==> src/rtl/bist_fail_log.sv <==
// ---------------------------------------------------------------------------
// bist_fail_log
//
// Purpose:
//   Collects read-compare mismatches reported by a memory BIST controller.
//   Each strobed compare is registered in a one-stage compare pipeline. A
//   mismatch ("hit") is pushed into a small FIFO log on the following edge,
//   so the hit-to-log latency is 2 edges. A consumer drains the log through
//   a valid/ready handshake. Running statistics are kept alongside the log:
//   a saturating mismatch counter, a sticky overflow flag for hits dropped
//   on a full log, and a sticky overall fail flag.
//
// Optional feature:
//   Define BIST_FAIL_LOG_BITMAP_EN to build fail_bitmap as the OR of every
//   registered syndrome, including hits dropped on overflow. Without the
//   macro fail_bitmap is tied to zero and no bitmap register exists.
//
// Ports:
//   clk, rst_n        clock, asynchronous active-low reset
//   start             pulse: clear log/statistics and enter COLLECT
//   bist_done         level: leave COLLECT for DONE
//   cmp_valid         compare strobe for this cycle
//   cmp_addr/pass     address and March element index of the compared word
//   cmp_expected      expected data word
//   cmp_actual        data word read back from the SRAM
//   log_ready         consumer accepts the head entry
//   log_valid         head entry present
//   log_addr/pass     head entry address and pass index (0 when empty)
//   log_syndrome      head entry expected XOR actual (0 when empty)
//   log_count         number of entries held, 0..DEPTH
//   fail_count        total mismatches seen, saturating at 16'hFFFF
//   overflow          sticky: a mismatch was dropped on a full log
//   bist_fail         sticky: at least one mismatch was seen
//   busy              high while in COLLECT
//   fail_bitmap       OR of all syndromes (zero unless the macro is set)
// ---------------------------------------------------------------------------
module bist_fail_log #(
  parameter int DEPTH  = 8,
  parameter int ADDR_W = 14,
  parameter int DATA_W = 32
) (
  input  logic              clk,
  input  logic              rst_n,
  input  logic              start,
  input  logic              bist_done,
  input  logic              cmp_valid,
  input  logic [ADDR_W-1:0] cmp_addr,
  input  logic [2:0]        cmp_pass,
  input  logic [DATA_W-1:0] cmp_expected,
  input  logic [DATA_W-1:0] cmp_actual,
  input  logic              log_ready,
  output logic              log_valid,
  output logic [ADDR_W-1:0] log_addr,
  output logic [2:0]        log_pass,
  output logic [DATA_W-1:0] log_syndrome,
  output logic [4:0]        log_count,
  output logic [15:0]       fail_count,
  output logic              overflow,
  output logic              bist_fail,
  output logic              busy,
  output logic [DATA_W-1:0] fail_bitmap
);

  localparam int PTR_W = (DEPTH > 1) ? $clog2(DEPTH) : 1;

  typedef enum logic [1:0] {
    IDLE    = 2'd0,
    COLLECT = 2'd1,
    DONE    = 2'd2
  } state_e;

  state_e state_q, state_d;

  // Compare stage
  logic              hit_q, hit_d;
  logic [DATA_W-1:0] hit_syn_q, hit_syn_d;
  logic [ADDR_W-1:0] hit_addr_q, hit_addr_d;
  logic [2:0]        hit_pass_q, hit_pass_d;

  // Log control
  logic [PTR_W-1:0]  wr_ptr_q, wr_ptr_d;
  logic [PTR_W-1:0]  rd_ptr_q, rd_ptr_d;
  logic [4:0]        count_q, count_d;
  logic [15:0]       fail_count_q, fail_count_d;
  logic              overflow_q, overflow_d;
  logic              bist_fail_q, bist_fail_d;

  // Log storage (not reset; only pointers and count carry state)
  logic [ADDR_W-1:0] mem_addr [DEPTH];
  logic [2:0]        mem_pass [DEPTH];
  logic [DATA_W-1:0] mem_syn  [DEPTH];

  logic full;
  logic pop;
  logic push;
  logic drop;

  // ---------------- FSM: state register ----------------
  always_ff @(posedge clk or negedge rst_n) begin
    if (!rst_n) state_q <= IDLE;
    else        state_q <= state_d;
  end

  // ---------------- FSM: next state ----------------
  // start has priority everywhere, so a start together with bist_done
  // restarts collection instead of finishing it.
  always_comb begin
    state_d = state_q;
    case (state_q)
      IDLE:    if (start) state_d = COLLECT;
      COLLECT: if (start) state_d = COLLECT;
               else if (bist_done) state_d = DONE;
      DONE:    if (start) state_d = COLLECT;
      default: state_d = IDLE;
    endcase
  end

  // ---------------- FSM: outputs ----------------
  always_comb begin
    busy = (state_q == COLLECT);
  end

  // ---------------- Compare stage ----------------
  // Only sampled while collecting; start flushes whatever would be captured.
  always_comb begin
    hit_d      = 1'b0;
    hit_syn_d  = '0;
    hit_addr_d = '0;
    hit_pass_d = '0;
    if (!start && (state_q == COLLECT)) begin
      hit_d      = cmp_valid && (cmp_expected != cmp_actual);
      hit_syn_d  = cmp_expected ^ cmp_actual;
      hit_addr_d = cmp_addr;
      hit_pass_d = cmp_pass;
    end
  end

  always_ff @(posedge clk or negedge rst_n) begin
    if (!rst_n) begin
      hit_q      <= 1'b0;
      hit_syn_q  <= '0;
      hit_addr_q <= '0;
      hit_pass_q <= '0;
    end else begin
      hit_q      <= hit_d;
      hit_syn_q  <= hit_syn_d;
      hit_addr_q <= hit_addr_d;
      hit_pass_q <= hit_pass_d;
    end
  end

  // ---------------- Log control ----------------
  // A full log still accepts a push when the head is popped in the same
  // cycle. start overrides both push and pop.
  assign log_valid = (count_q != 5'd0);
  assign full      = (count_q == 5'(DEPTH));
  assign pop       = log_valid && log_ready && !start;
  assign push      = hit_q && (!full || pop) && !start;
  assign drop      = hit_q && full && !pop && !start;

  always_comb begin
    wr_ptr_d     = wr_ptr_q;
    rd_ptr_d     = rd_ptr_q;
    count_d      = count_q;
    fail_count_d = fail_count_q;
    overflow_d   = overflow_q;
    bist_fail_d  = bist_fail_q;
    if (start) begin
      wr_ptr_d     = '0;
      rd_ptr_d     = '0;
      count_d      = '0;
      fail_count_d = '0;
      overflow_d   = 1'b0;
      bist_fail_d  = 1'b0;
    end else begin
      if (push) wr_ptr_d = wr_ptr_q + 1'b1;
      if (pop)  rd_ptr_d = rd_ptr_q + 1'b1;
      case ({push, pop})
        2'b10:   count_d = count_q + 5'd1;
        2'b01:   count_d = count_q - 5'd1;
        default: count_d = count_q;
      endcase
      if (hit_q) begin
        bist_fail_d = 1'b1;
        if (fail_count_q != 16'hFFFF) fail_count_d = fail_count_q + 16'd1;
      end
      if (drop) overflow_d = 1'b1;
    end
  end

  always_ff @(posedge clk or negedge rst_n) begin
    if (!rst_n) begin
      wr_ptr_q     <= '0;
      rd_ptr_q     <= '0;
      count_q      <= '0;
      fail_count_q <= '0;
      overflow_q   <= 1'b0;
      bist_fail_q  <= 1'b0;
    end else begin
      wr_ptr_q     <= wr_ptr_d;
      rd_ptr_q     <= rd_ptr_d;
      count_q      <= count_d;
      fail_count_q <= fail_count_d;
      overflow_q   <= overflow_d;
      bist_fail_q  <= bist_fail_d;
    end
  end

  always_ff @(posedge clk) begin
    if (push) begin
      mem_addr[wr_ptr_q] <= hit_addr_q;
      mem_pass[wr_ptr_q] <= hit_pass_q;
      mem_syn[wr_ptr_q]  <= hit_syn_q;
    end
  end

  // Head payload is forced to zero when the log is empty so stale storage
  // never leaks onto the outputs.
  always_comb begin
    log_addr     = '0;
    log_pass     = '0;
    log_syndrome = '0;
    if (log_valid) begin
      log_addr     = mem_addr[rd_ptr_q];
      log_pass     = mem_pass[rd_ptr_q];
      log_syndrome = mem_syn[rd_ptr_q];
    end
  end

  assign log_count  = count_q;
  assign fail_count = fail_count_q;
  assign overflow   = overflow_q;
  assign bist_fail  = bist_fail_q;

  // ---------------- Optional fail bitmap ----------------
`ifdef BIST_FAIL_LOG_BITMAP_EN
  logic [DATA_W-1:0] bitmap_q, bitmap_d;

  // Dropped hits still contribute, so the bitmap covers every failing bit.
  always_comb begin
    bitmap_d = bitmap_q;
    if (start)      bitmap_d = '0;
    else if (hit_q) bitmap_d = bitmap_q | hit_syn_q;
  end

  always_ff @(posedge clk or negedge rst_n) begin
    if (!rst_n) bitmap_q <= '0;
    else        bitmap_q <= bitmap_d;
  end

  assign fail_bitmap = bitmap_q;
`else
  assign fail_bitmap = '0;
`endif

endmodule

==> config.mk <==
export PLATFORM = sky130hd
export DESIGN_NAME = bist_fail_log
export DESIGN_NICKNAME = d
export VERILOG_FILES = /design/src/rtl/bist_fail_log.sv
export SDC_FILE = /design/constraint.sdc
export NUM_CORES = 1
export LEC_CHECK = 0
export CORE_ASPECT_RATIO = 0.75
export CORE_UTILIZATION = 35
export DETAILED_ROUTE_END_ITERATION = 10
export GPL_TIMING_DRIVEN = 0
export PLACE_DENSITY_LB_ADDON = 0.08
export SYNTH_ARGS = -nofsm -noshare
export SYNTH_HDL_FRONTEND = slang
export SYNTH_SLANG_ARGS = --single-unit
==> constraint.sdc <==
create_clock -name clk -period 5.95 [get_ports clk]
set_input_delay 0.8925 -clock clk [delete_from_list [all_inputs] [get_ports clk]]
set_output_delay 0.8925 -clock clk [all_outputs]
set_load 0.03 [all_outputs]
Yosys cells after proc, flatten, opt, wreduce, memory -nomap -nowiden
Memory sizes are Yosys's and may differ from the RTL's.
Cells that the tools add are included.
- register bits: 81
- memory bits (writable): 392
- bits of input ports: 87
- output and inout port bits: 106
- memories: 3
- $add $sub $neg: 5
- eq/ne operators: 9
- muxes and demuxes: 26
- bitwise logic cells: 1
- reductions and logical operators: 24
- memory list (name ; words ; width ; read ports ; clocked after memory_dff ; wr ports ; RTL line ; RTL):
    mem_syn ; 8 ; 32 ; 1 ; 0 ; 1 ; 91 ; logic [DATA_W-1:0] mem_syn [DEPTH];
    mem_addr ; 8 ; 14 ; 1 ; 0 ; 1 ; 89 ; logic [ADDR_W-1:0] mem_addr [DEPTH];
    mem_pass ; 8 ; 3 ; 1 ; 0 ; 1 ; 90 ; logic [2:0] mem_pass [DEPTH];
- operators by type and width (kind ; count):
    32-bit 2-to-1 mux ; 2
    16-bit 2-to-1 mux ; 3
    32-bit inequality test ; 1
    32-bit XOR ; 1
    14-bit 2-to-1 mux ; 2
    3-bit 2-to-1 mux ; 6
    16-bit by 1-bit adder with 16-bit output (second input constant) ; 1
    16-bit inequality test (second input constant) ; 1
    5-bit case mux with 2 select lines ; 1
    2-bit nonzero test ; 5
    1-bit logical AND ; 9
    1-bit 2-to-1 mux ; 7
    3-bit by 1-bit adder with 3-bit output (second input constant) ; 2
    2-bit 2-to-1 mux ; 3
    5-bit by 1-bit adder with 5-bit output (second input constant) ; 1
    5-bit by 4-bit == test with 1-bit output (second input constant) ; 1
    5-bit 2-to-1 mux ; 1
    5-bit nonzero test ; 1
    5-bit by 1-bit subtractor with 5-bit output (second input constant) ; 1
    2-bit by 1-bit == test with 1-bit output (second input constant) ; 2
    2-bit == test (second input constant) ; 2
    2-bit case mux with 2 select lines ; 1
    2-bit AND reduction ; 2
    1-bit logical NOT ; 3
    6 further kinds ; 6

Longest topological paths before layout
Gate-level depths: netlist of run 1.
- depth in word-level cells: 9
- mapped depth: 10
- gate-level depth less buffers: 9

Worst setup path before layout of run 1
OpenSTA, ideal clock, no wires.
- path type: input to register
- start: input log_ready
- end: memory mem_addr[0][0] (enable)
- library setup time: 0.516 ns
- arrival: 4.869 ns
- path slack: 0.565 ns
- stages on the path: 4
- buffers on the path: 0
- cells stage by stage: nand2b_1 > o21ai_1 > or3_1 > nor3_1
- word-level cells in the longest chain between the ends: 7
- RTL lines (element ; RTL line ; RTL):
    start: declaration ; 51 ; input logic log_ready,
    1-bit logical AND (2 in series) ; 157 ; assign pop = log_valid && log_ready && !start;
    1-bit logical OR ; 158 ; assign push = hit_q && (!full || pop) && !start;
    1-bit logical AND (2 in series) ; 158 ;
    1-bit 2-to-1 mux ; 210 ; if (push) begin
    1-bit 2-to-1 mux (not written as such) ; 211 ; mem_addr[wr_ptr_q] <= hit_addr_q;
    end: declaration ; 89 ;
No other way between the ends.

Final worst setup path of run 1
- start: register rd_ptr_q[1]
- end: output log_addr[4]
- word-level cells in the longest chain between the ends: 2
- RTL lines (element ; RTL line ; RTL):
    start: declaration ; 82 ; logic [PTR_W-1:0] rd_ptr_q, rd_ptr_d;
    start signal: assignment ; 201 ; rd_ptr_q <= rd_ptr_d;
    memory 8 x 14 bit ; -- ;
    14-bit 2-to-1 mux ; 223 ; if (log_valid) begin
    end: declaration ; 53 ; output logic [ADDR_W-1:0] log_addr,
No other way between the ends.

==> out/metrics.cfg, run 1 <==
[run_status]
status = finished, final reports clean

[setup_path]
max_stage_delay_ns = 0.67
crit_cells = 7
cpMaxStageDelayCell = clkbuf_1
reg2reg_slack_ns = 2.87
crit_path_frequent_cell = clkbuf_1
path_class = flop to primary output
start_kind = flop
cp_max_fo = 10
r2r_end = mem_syn[1][23]$_DFFE_PP_
required_ns = 5.06
reg2regPathDepth = 11
crit_end = log_addr[4]
critical_path.reg2reg.startpoint = log_count[1]$_DFFE_PN0P_
crit_family = buffers and inverters
worstSetupStartpoint = rd_ptr_q[1]$_DFFE_PN0P_
end_kind = primary output
crit_buf_inv = 4
arrival_ns = 4.07
cp_cell_sequence = clkbuf_1, clkbuf_1, clkbuf_1, mux4_2, mux2i_1, nor2_1, clkdlybuf4s50_1

[placement]
place_ws_ns = 1.436
dpl.hpwl_um = 28150
io_buffers = 160
gp_congestion = 0.6982

[yosys]
synth_ff_type = edfxtp_1
synth_edf_count = 392
synth_area_sq_um = 18660
ys_seq_area_share_pct = 73.95
synth.distinct_cells = 43
synth_seq_cells = 473
ys_async_sr_fraction_pct = 17.12
syn_avg_cell_area_sq_um = 18.73
netlist_instances = 996
yosys_warnings = 0

[sta]
min_period_ns = 4.965
worst_pin_slew_ns = 1.334
max_clock_freq_mhz = 201.4
clock_skew_ns = 0.01841
setup-violations-final = 0
fin_ws_ns = 0.9855
finalCritPeriodShare_pct = 83.44
maxSlewViolCount = 0
grt_setup_unrepaired = no
relSlewSlack_pct = 10.25
hold_violations = 0

[global_routing]
antenna_found_initial = 0
met3_usage_pct = 2.717
gr-max-usage-layer = met1
use_met1_pct = 24.99
grt_max_degree = 54
grt_pass1_wl_um = 64600
grt_overflow_total = 0
grt_pass1_vias = 9908
grt_usage_pct = 16.29
met2_usage_pct = 24.44

[clock_tree]
cts_tree = yes
cts_buffers = 47
path_clk_slew_ns = 0.06
h-tree-depth = 2
post-cts-setup-buffers = 0
post_cts_resized = 0
cts_hold_buf = 0
root_buffer = clkbuf_16
cts_sinks = 473
clockBufferDepth = 3
clk-insertion-delay-late_ns = 0.56

[detailed_routing]
wl_um = 43070
drtIter0Drc = 569
wl_per_cell_um = 21.52
drc = 0
dr.pass1.iters = 4
vias = 9493
viasPerCell = 4.744
ant_nets = 0

[floorplanning]
dieArea_sq_um = 54250
initial_utilization_pct = 35.83
core-area_sq_um = 52070
std_cell_rows = 72
die_w_um = 268.6
ioPinCount = 193
die_h_um = 202.0

[cells_and_area]
layout_commonest_cell = edfxtp_1
mostFrequentLayoutCells = 392 x edfxtp_1, 159 x clkdlybuf4s50_1, 114 x nor2_1, 98 x mux4_2, 81 x dfrtp_1
area_growth_syn_to_layout_pct = 24.41
n_antenna_cell = 0
fin_util_pct = 44.58
layout.nets = 1354
drive_gt1_share_pct = 19.18

[worst_hold_path]
hold_class = primary input to asynchronous set/reset pin

[power_and_ir_drop]
ir_worst_vdd_mv = 0.2340
power.density_nw_per_um2 = 400.6
p_leak_nw = 7.879

[job]
cap_violations = 0

Yosys cell counts (all sizes together), types with 2 or more instances:
cell type	number	share of area, %
edfxtp	392	63
xnor2	37	1.7
nor2	120	2.4
o21ai	5	0.13
and3	3	0.10
nand3	8	0.24
or4	2	0.080
and4	3	0.14
o211ai	4	0.16
clkbuf	27	0.54
and2	18	0.60
mux2i	53	2.8
nor3	5	0.13
buf	49	1.7
ha	5	0.34
or3	2	0.067
nor2b	4	0.13
nand4	13	0.44
xor2	16	0.75
mux4	98	12
nand2b	6	0.20
a21oi	7	0.19
or2	2	0.067
dfrtp	81	11
nand2	16	0.32
nor4	3	0.10
a22oi	2	0.080
inv	4	0.080
power by group:
group          internal, mW  leakage (nW)  switching, mW  total, mW
logic                  1.17          2.45           1.58       2.74
registers              3.67          4.72         0.0861       3.75
clock network          1.60         0.707           1.20       2.80
logic make-up after synthesis:
| group | after synthesis | share of synthesized area (%) |
|---|---|---|
| adder cells (fa/ha/maj) | 5 | 0.3353 |
| other | 1 | 0.02010 |
| XOR/XNOR | 53 | 2.488 |
| flip-flops | 473 | 73.95 |
| AND/OR/NAND/NOR | 207 | 5.130 |
| buffers and inverters | 80 | 2.340 |
| multiplexers | 152 | 14.73 |
| AO/OA/AOI/OAI | 25 | 1.006 |
registers in the layout, summed over array words and instances (netlist names), 2 cells and up:
register and count:
fail_count 16, hit_addr_q 14, hit_pass_q 3, hit_syn_q 32
log_count 5, mem_addr 112, mem_pass 24, mem_syn 256
rd_ptr_q 3, state_q 2, wr_ptr_q 3
routing by layer:
| metal | wire [um] | up-vias | part of all wire (%) |
|---|---|---|---|
| met5 | 0 | - | 0 |
| met3 | 1964 | 48 | 4.6 |
| li1 | - | 4338 | - |
| met1 | 20790 | 4899 | 48 |
| met2 | 19700 | 208 | 46 |
| met4 | 609 | 0 | 1.4 |
worst min path at each step:
stage	end	start	slack, ns	cells past startpoint
floorplan	state_q[0]$_DFFE_PN0P_	state_q[1]$_DFFE_PN0P_	0.43	1
global placement	state_q[0]$_DFFE_PN0P_	state_q[1]$_DFFE_PN0P_	0.44	1
detailed placement	state_q[0]$_DFFE_PN0P_	state_q[1]$_DFFE_PN0P_	0.45	1
CTS	fail_count[4]$_DFFE_PN0P_	rst_n	0.44	1
global route	state_q[0]$_DFFE_PN0P_	state_q[1]$_DFFE_PN0P_	0.48	1
finish	fail_count[10]$_DFFE_PN0P_	rst_n	0.43	1
final cells by class:
type | instances | area [sq um]
Fill cell | 4648 | 28860
Sequential cell | 473 | 13800
Multi-Input combinational cell | 474 | 4596
Timing Repair Buffer | 186 | 2054
Clock buffer | 69 | 1341
Tap cell | 703 | 879.6
Buffer | 76 | 421.7
Clock inverter | 16 | 107.6
Inverter | 4 | 15.01
through the flow:
stage               area, sq um  power [mW]  setup TNS, ns  instances  hold slack [ns]
detailed placement        21760       6.625              0       1916           0.4519
CTS                       23210       9.459              0       2001           0.4442
global route              23210       9.727              0       2001           0.4819
floorplan                 18780       5.525              0       1027           0.4328
global placement          21260       6.613        -807.58       1890           0.4435
finish                    23210       9.298              0       2001           0.4270
No activity file was read; power rests on OpenSTA's default activity.
==> inputs of run 2 (changes only) <==
Clock period 5.95 ns to 4.83 ns, I/O delays scaled along.
==> out/metrics.cfg, run 2 (synthesis results as in run 1) <==
[detailed_routing]
dr.pass1.iters = 5  ; +1
ant_nets = 0  ; unchanged
drtIter0Drc = 680  ; +20%
wl_um = 43140  ; +0.16%
drc = 0  ; unchanged
wl_per_cell_um = 21.57  ; +0.21%
vias = 9561  ; +0.72%
viasPerCell = 4.781  ; +0.77%

[clock_tree]
post_cts_resized = 2  ; +2
path_clk_slew_ns = 0.06  ; about the same
clk-insertion-delay-late_ns = 0.57  ; about the same
cts_hold_buf = 0  ; unchanged
post-cts-setup-buffers = 0  ; unchanged
h-tree-depth = 2  ; unchanged
clockBufferDepth = 3  ; unchanged
cts_buffers = 48  ; +2.1%
cts_sinks = 473  ; unchanged
cts_tree = yes
root_buffer = clkbuf_16

[setup_path]
arrival_ns = 3.81  ; -0.26 ns
path_class = flop to primary output
reg2reg_slack_ns = 1.87  ; -1.00 ns
max_stage_delay_ns = 0.61  ; -0.06 ns
end_kind = primary output
required_ns = 4.11  ; -0.95 ns
cp_max_fo = 10  ; unchanged
cp_cell_sequence = or4_1, buf_2, nor2_2, buf_2, buf_2, nor2_1, clkdlybuf4s50_1
crit_path_frequent_cell = buf_2
start_kind = flop
cpMaxStageDelayCell = clkdlybuf4s50_1

[power_and_ir_drop]
switching_power_mw = 3.566  ; +25%
seq_power_share_pct = 39.8  ; -0.5 points
p_leak_nw = 7.895  ; +0.20%
power.density_nw_per_um2 = 498.4  ; +24%
ir_worst_vdd_mv = 0.2153  ; -8.0%
power_frac_clock_pct = 31.1  ; +0.9 points
switching_share_pct = 30.68  ; -0.12 points
internal_power_mw = 8.057  ; +25%
pwr-share-comb_pct = 29.2  ; -0.3 points
p_total_mw = 11.62  ; +25%

[floorplanning]
die_h_um = 202.0  ; unchanged
ioPinCount = 193  ; unchanged
dieArea_sq_um = 54250  ; unchanged
initial_utilization_pct = 35.83  ; unchanged
die_w_um = 268.6  ; unchanged
core-area_sq_um = 52070  ; unchanged
std_cell_rows = 72  ; unchanged

[placement]
placed_area_sq_um = 21780  ; about the same
place_ws_ns = 0.5036  ; -0.9324 ns
gp_congestion = 0.7189  ; +3.0%
io_buffers = 160  ; unchanged
dpl.hpwl_um = 28260  ; +0.37%
dp_cells = 1911  ; -0.26%

[cells_and_area]
regMostFlops = mem_syn
fin_util_pct = 44.78  ; +0.20 points
area_growth_syn_to_layout_pct = 24.96
mostFrequentLayoutCells = 392 x edfxtp_1, 159 x clkdlybuf4s50_1, 113 x nor2_1, 98 x mux4_2, 81 x dfrtp_1
n_antenna_cell = 0  ; unchanged
layout_commonest_cell = edfxtp_1
finalInstanceArea_sq_um = 23320  ; +0.45%
layout.nets = 1350  ; -0.30%
drive_gt1_share_pct = 19.04  ; -0.14 points
largest_reg_flops = 256  ; unchanged
top_regs = mem_syn (256), mem_addr (112), hit_syn_q (32)
final_cell_count_no_fill = 2000  ; -0.050%
nFillCells = 4618  ; -0.65%

[job]
cap_violations = 0  ; unchanged

[global_routing]
grt_pass1_vias = 10090  ; +1.8%
grt_pass1_wl_um = 65070  ; +0.72%
grt_usage_pct = 16.38  ; +0.090 points
antenna_found_initial = 2  ; +2
grt_overflow_total = 0  ; unchanged
grt_max_degree = 52  ; -3.7%

[sta]
max_clock_freq_mhz = 220.5
finalCritPeriodShare_pct = 93.90
timing.hold.ws_ns = 0.1219  ; -0.3051 ns
grt_setup_unrepaired = no
finalSetupTns_ns = 0  ; unchanged
clock_skew_ns = 0.02185  ; +0.003440 ns
fin_ws_ns = 0.2947  ; -0.6907 ns
setup-violations-final = 0  ; unchanged
min_period_ns = 4.535
hold_violations = 0  ; unchanged
maxSlewViolCount = 0  ; unchanged
relSlewSlack_pct = 16.05  ; +5.8 points
worst_pin_slew_ns = 1.248  ; -0.08613 ns

[worst_hold_path]
hold_class = primary input to asynchronous set/reset pin

[run_status]
status = finished, final reports clean

==> run 2: power by group through the flow <==
stage	Combinational [mW]	Clock [mW]	Sequential (mW)
floorplan	2.10	0	4.71
global placement	3.44	0	4.71
detailed placement	3.46	0	4.71
CTS	3.47	3.73	4.62
global route	3.64	3.86	4.64
finish	3.39	3.61	4.62
==> run 2: cell type report <==
| class | instances | area, sq um | share of cell area (%) |
|---|---|---|---|
| plain buffers | 76 | 422.9 | 1.814 |
| clock inverters | 16 | 131.4 | 0.5634 |
| well taps | 703 | 879.6 | 3.772 |
| flip-flops and latches | 473 | 13800 | 59.18 |
| clock buffers | 73 | 1398 | 5.994 |
| inverters | 4 | 15.01 | 0.06439 |
| multi-input cells | 474 | 4611 | 19.77 |
| repair buffers | 181 | 2062 | 8.843 |
==> run 2: critical path, delay by kind of cell, from the launching register on <==
family	cells	cell delay, ns
AND/OR/NAND/NOR	3	1.24
flip-flops	1	0.47
buffers and inverters	4	1.53
==> run 2: routing by layer <==
metal  part of all wire [%]  wire length, um  track usage (%)  up-vias
li1                       -                -                -     4336
met3                    4.7             2015            2.753       49
met2                     45            19490            24.45      212
met5                      0                0                0        -
met4                    1.3              581            3.429        0
met1                     49            21050            25.12     4964
==> run 2: path summary, 6_finish.rpt <==
check	start	to	depth (start not counted)
worst max-delay path	log_count[1]$_DFFE_PN0P_	log_addr[10]	7
worst min-delay path	rst_n	fail_count[10]$_DFFE_PN0P_	1
worst max register to register	log_count[2]$_DFFE_PN0P_	mem_pass[0][1]$_DFFE_PP_	7
worst min register to register	state_q[1]$_DFFE_PN0P_	state_q[0]$_DFFE_PN0P_	1
max in group asynchronous	rst_n	hit_syn_q[30]$_DFF_PN0_	2
min in group clk	state_q[1]$_DFFE_PN0P_	state_q[0]$_DFFE_PN0P_	1
==> inputs of run 3 (changes only) <==
Settings changed: CORE_UTILIZATION 35 to 30.
==> out/metrics.cfg, run 3 (synthesis results as in run 1) <==
[sta]
min_period_ns = 4.428  ; -0.1075 ns
fin_ws_ns = 0.4023  ; +0.1075 ns
maxSlewViolCount = 0  ; unchanged
max_clock_freq_mhz = 225.9  ; +2.4%
finalCritPeriodShare_pct = 91.67  ; -2.2 points
finalSetupTns_ns = 0  ; unchanged
clock_skew_ns = 0.02434  ; +0.002485 ns
setup-violations-final = 0  ; unchanged
timing.hold.ws_ns = 0.1224  ; +0.0005670 ns
relSlewSlack_pct = 15.36  ; -0.69 points
grt_setup_unrepaired = no
hold_violations = 0  ; unchanged
worst_pin_slew_ns = 1.258  ; +0.01021 ns

[detailed_routing]
drt-met1-wl_um = 22240  ; +5.6%
wl_met3_um = 1634  ; -19%
drc = 0  ; unchanged
ant_nets = 0  ; unchanged
top_layer = met5
met2_length_um = 21540  ; +11%
drtIter0Drc = 612  ; -10%
wl_per_cell_um = 22.05  ; +2.2%
dr.pass1.iters = 4  ; -1
vias = 9613  ; +0.54%
viasPerCell = 4.582  ; -4.2%
wl_um = 46260  ; +7.2%

[setup_path]
cp_max_fo = 10  ; unchanged
reg2reg_slack_ns = 1.70  ; -0.17 ns
reg2regPathDepth = 7  ; unchanged
arrival_ns = 3.70  ; -0.11 ns
start_kind = flop
r2r_end = mem_syn[4][17]$_DFFE_PP_
worstSetupStartpoint = rd_ptr_q[1]$_DFFE_PN0P_
required_ns = 4.11  ; about the same
critical_path.reg2reg.startpoint = log_count[2]$_DFFE_PN0P_
end_kind = primary output
path_class = flop to primary output
crit_end = log_syndrome[0]

[cells_and_area]
drive_gt1_share_pct = 19.49  ; +0.45 points
final-seq-area_sq_um = 13800  ; unchanged
layout_commonest_cell = edfxtp_1
final_cell_count_no_fill = 2098  ; +4.9%
regMostFlops = mem_syn
layout.nets = 1352  ; +0.15%
largest_reg_flops = 256  ; unchanged
mostFrequentLayoutCells = 392 x edfxtp_1, 159 x clkdlybuf4s50_1, 113 x nor2_1, 98 x mux4_2, 81 x dfrtp_1
area_growth_syn_to_layout_pct = 26.27
top_regs = mem_syn (256), mem_addr (112), hit_syn_q (32)
multi_input_area_sq_um = 4611  ; unchanged
n_antenna_cell = 0  ; unchanged
nFillCells = 5586  ; +21%

[clock_tree]
cts_buffers = 48  ; unchanged
root_buffer = clkbuf_16
clk-insertion-delay-late_ns = 0.59  ; +0.02 ns
cts_hold_buf = 0  ; unchanged
h-tree-depth = 2  ; unchanged
cts_sinks = 473  ; unchanged
post-cts-setup-buffers = 0  ; unchanged
clockBufferDepth = 3  ; unchanged
cts_tree = yes
path_clk_slew_ns = 0.06  ; about the same

[run_status]
status = finished, final reports clean

[global_routing]
grt_usage_pct = 14.87  ; -1.5 points
grt_pass1_vias = 10090  ; -0.020%
grt_max_degree = 50  ; -3.8%
grt_pass1_wl_um = 68610  ; +5.4%
antenna_found_initial = 2  ; unchanged
grt_overflow_total = 0  ; unchanged

[floorplanning]
dieArea_sq_um = 63210  ; +17%
initial_utilization_pct = 30.59  ; -5.2 points
die_w_um = 290.0  ; +8.0%
core-area_sq_um = 61000  ; +17%
ioPinCount = 193  ; unchanged
std_cell_rows = 78  ; +8.3%
die_h_um = 218.0  ; +7.9%

[worst_hold_path]
hold_class = primary input to asynchronous set/reset pin

[job]
cap_violations = 0  ; unchanged

[power_and_ir_drop]
ir_worst_vdd_mv = 0.3334  ; +55%
p_leak_nw = 7.957  ; +0.79%
power.density_nw_per_um2 = 499.2  ; +0.14%

[placement]
dp_cells = 2010  ; +5.2%
dpl.hpwl_um = 30370  ; +7.5%
io_buffers = 160  ; unchanged
place_ws_ns = 0.4302  ; -0.07336 ns
gp_congestion = 0.6839  ; -4.9%

## run 3: per-layer routing
metal  vias to the layer above  global-route usage, %
met4                         2                  3.777
met5                         -                      0
met2                       174                  23.23
met1                      5038                  21.59
li1                       4343                      -
met3                        56                  2.405
## run 3: timing repair
| action | CTS | global route |
|---|---|---|
| pin swaps | 0 | 0 |
| setup endpoints to repair | 14 | 2 |
| gates resized for setup | 2 | 2 |
## run 3: how the worst min path moves through the flow
stage                                      start                   endpoint  slack (ns)
after global placement    state_q[1]$_DFFE_PN0P_     state_q[0]$_DFFE_PN0P_        0.45
after detailed placement  state_q[1]$_DFFE_PN0P_     state_q[0]$_DFFE_PN0P_        0.46
final                                      rst_n  fail_count[9]$_DFFE_PN0P_        0.12
after global routing                       rst_n  fail_count[7]$_DFFE_PN0P_        0.14
after CTS                                  rst_n  fail_count[7]$_DFFE_PN0P_        0.12
after floorplan                            rst_n      bist_fail$_DFFE_PN0P_        0.43
## run 3: through the flow
stage,power [mW],instance area (sq um),util (%)
global placement,8.202,21390,35.06
CTS,11.98,23560,38.63
floorplan,6.806,18790,-
global route,12.29,23560,38.63
detailed placement,8.226,21990,36.06
finish,11.76,23560,38.63
## run 3: cell type report
cell class,instances,area share [%]
flip-flops and latches,473,58.56
inverters,4,0.06372
clock buffers,70,5.709
plain buffers,76,1.800
clock inverters,18,0.9240
well taps,800,4.248
repair buffers,183,9.123
multi-input cells,474,19.57
## run 3: power breakdown
| part | internal, mW | total [mW] | switching (mW) | leakage [nW] |
|---|---|---|---|---|
| clock | 2.20 | 3.73 | 1.53 | 0.766 |
| combinational | 1.44 | 3.41 | 1.97 | 2.47 |
| sequential | 4.52 | 4.62 | 0.106 | 4.72 |
| total | 8.15 | 11.8 | 3.61 | 7.96 |
## run 3: worst max-delay path, stage by stage, from the launching register on
cell and delay, ns:
dfrtp_1 0.34, clkbuf_1 0.58, clkbuf_1 0.71, mux4_2 0.35, mux2i_1 0.07, nor2_1 0.31
clkdlybuf4s50_1 0.76
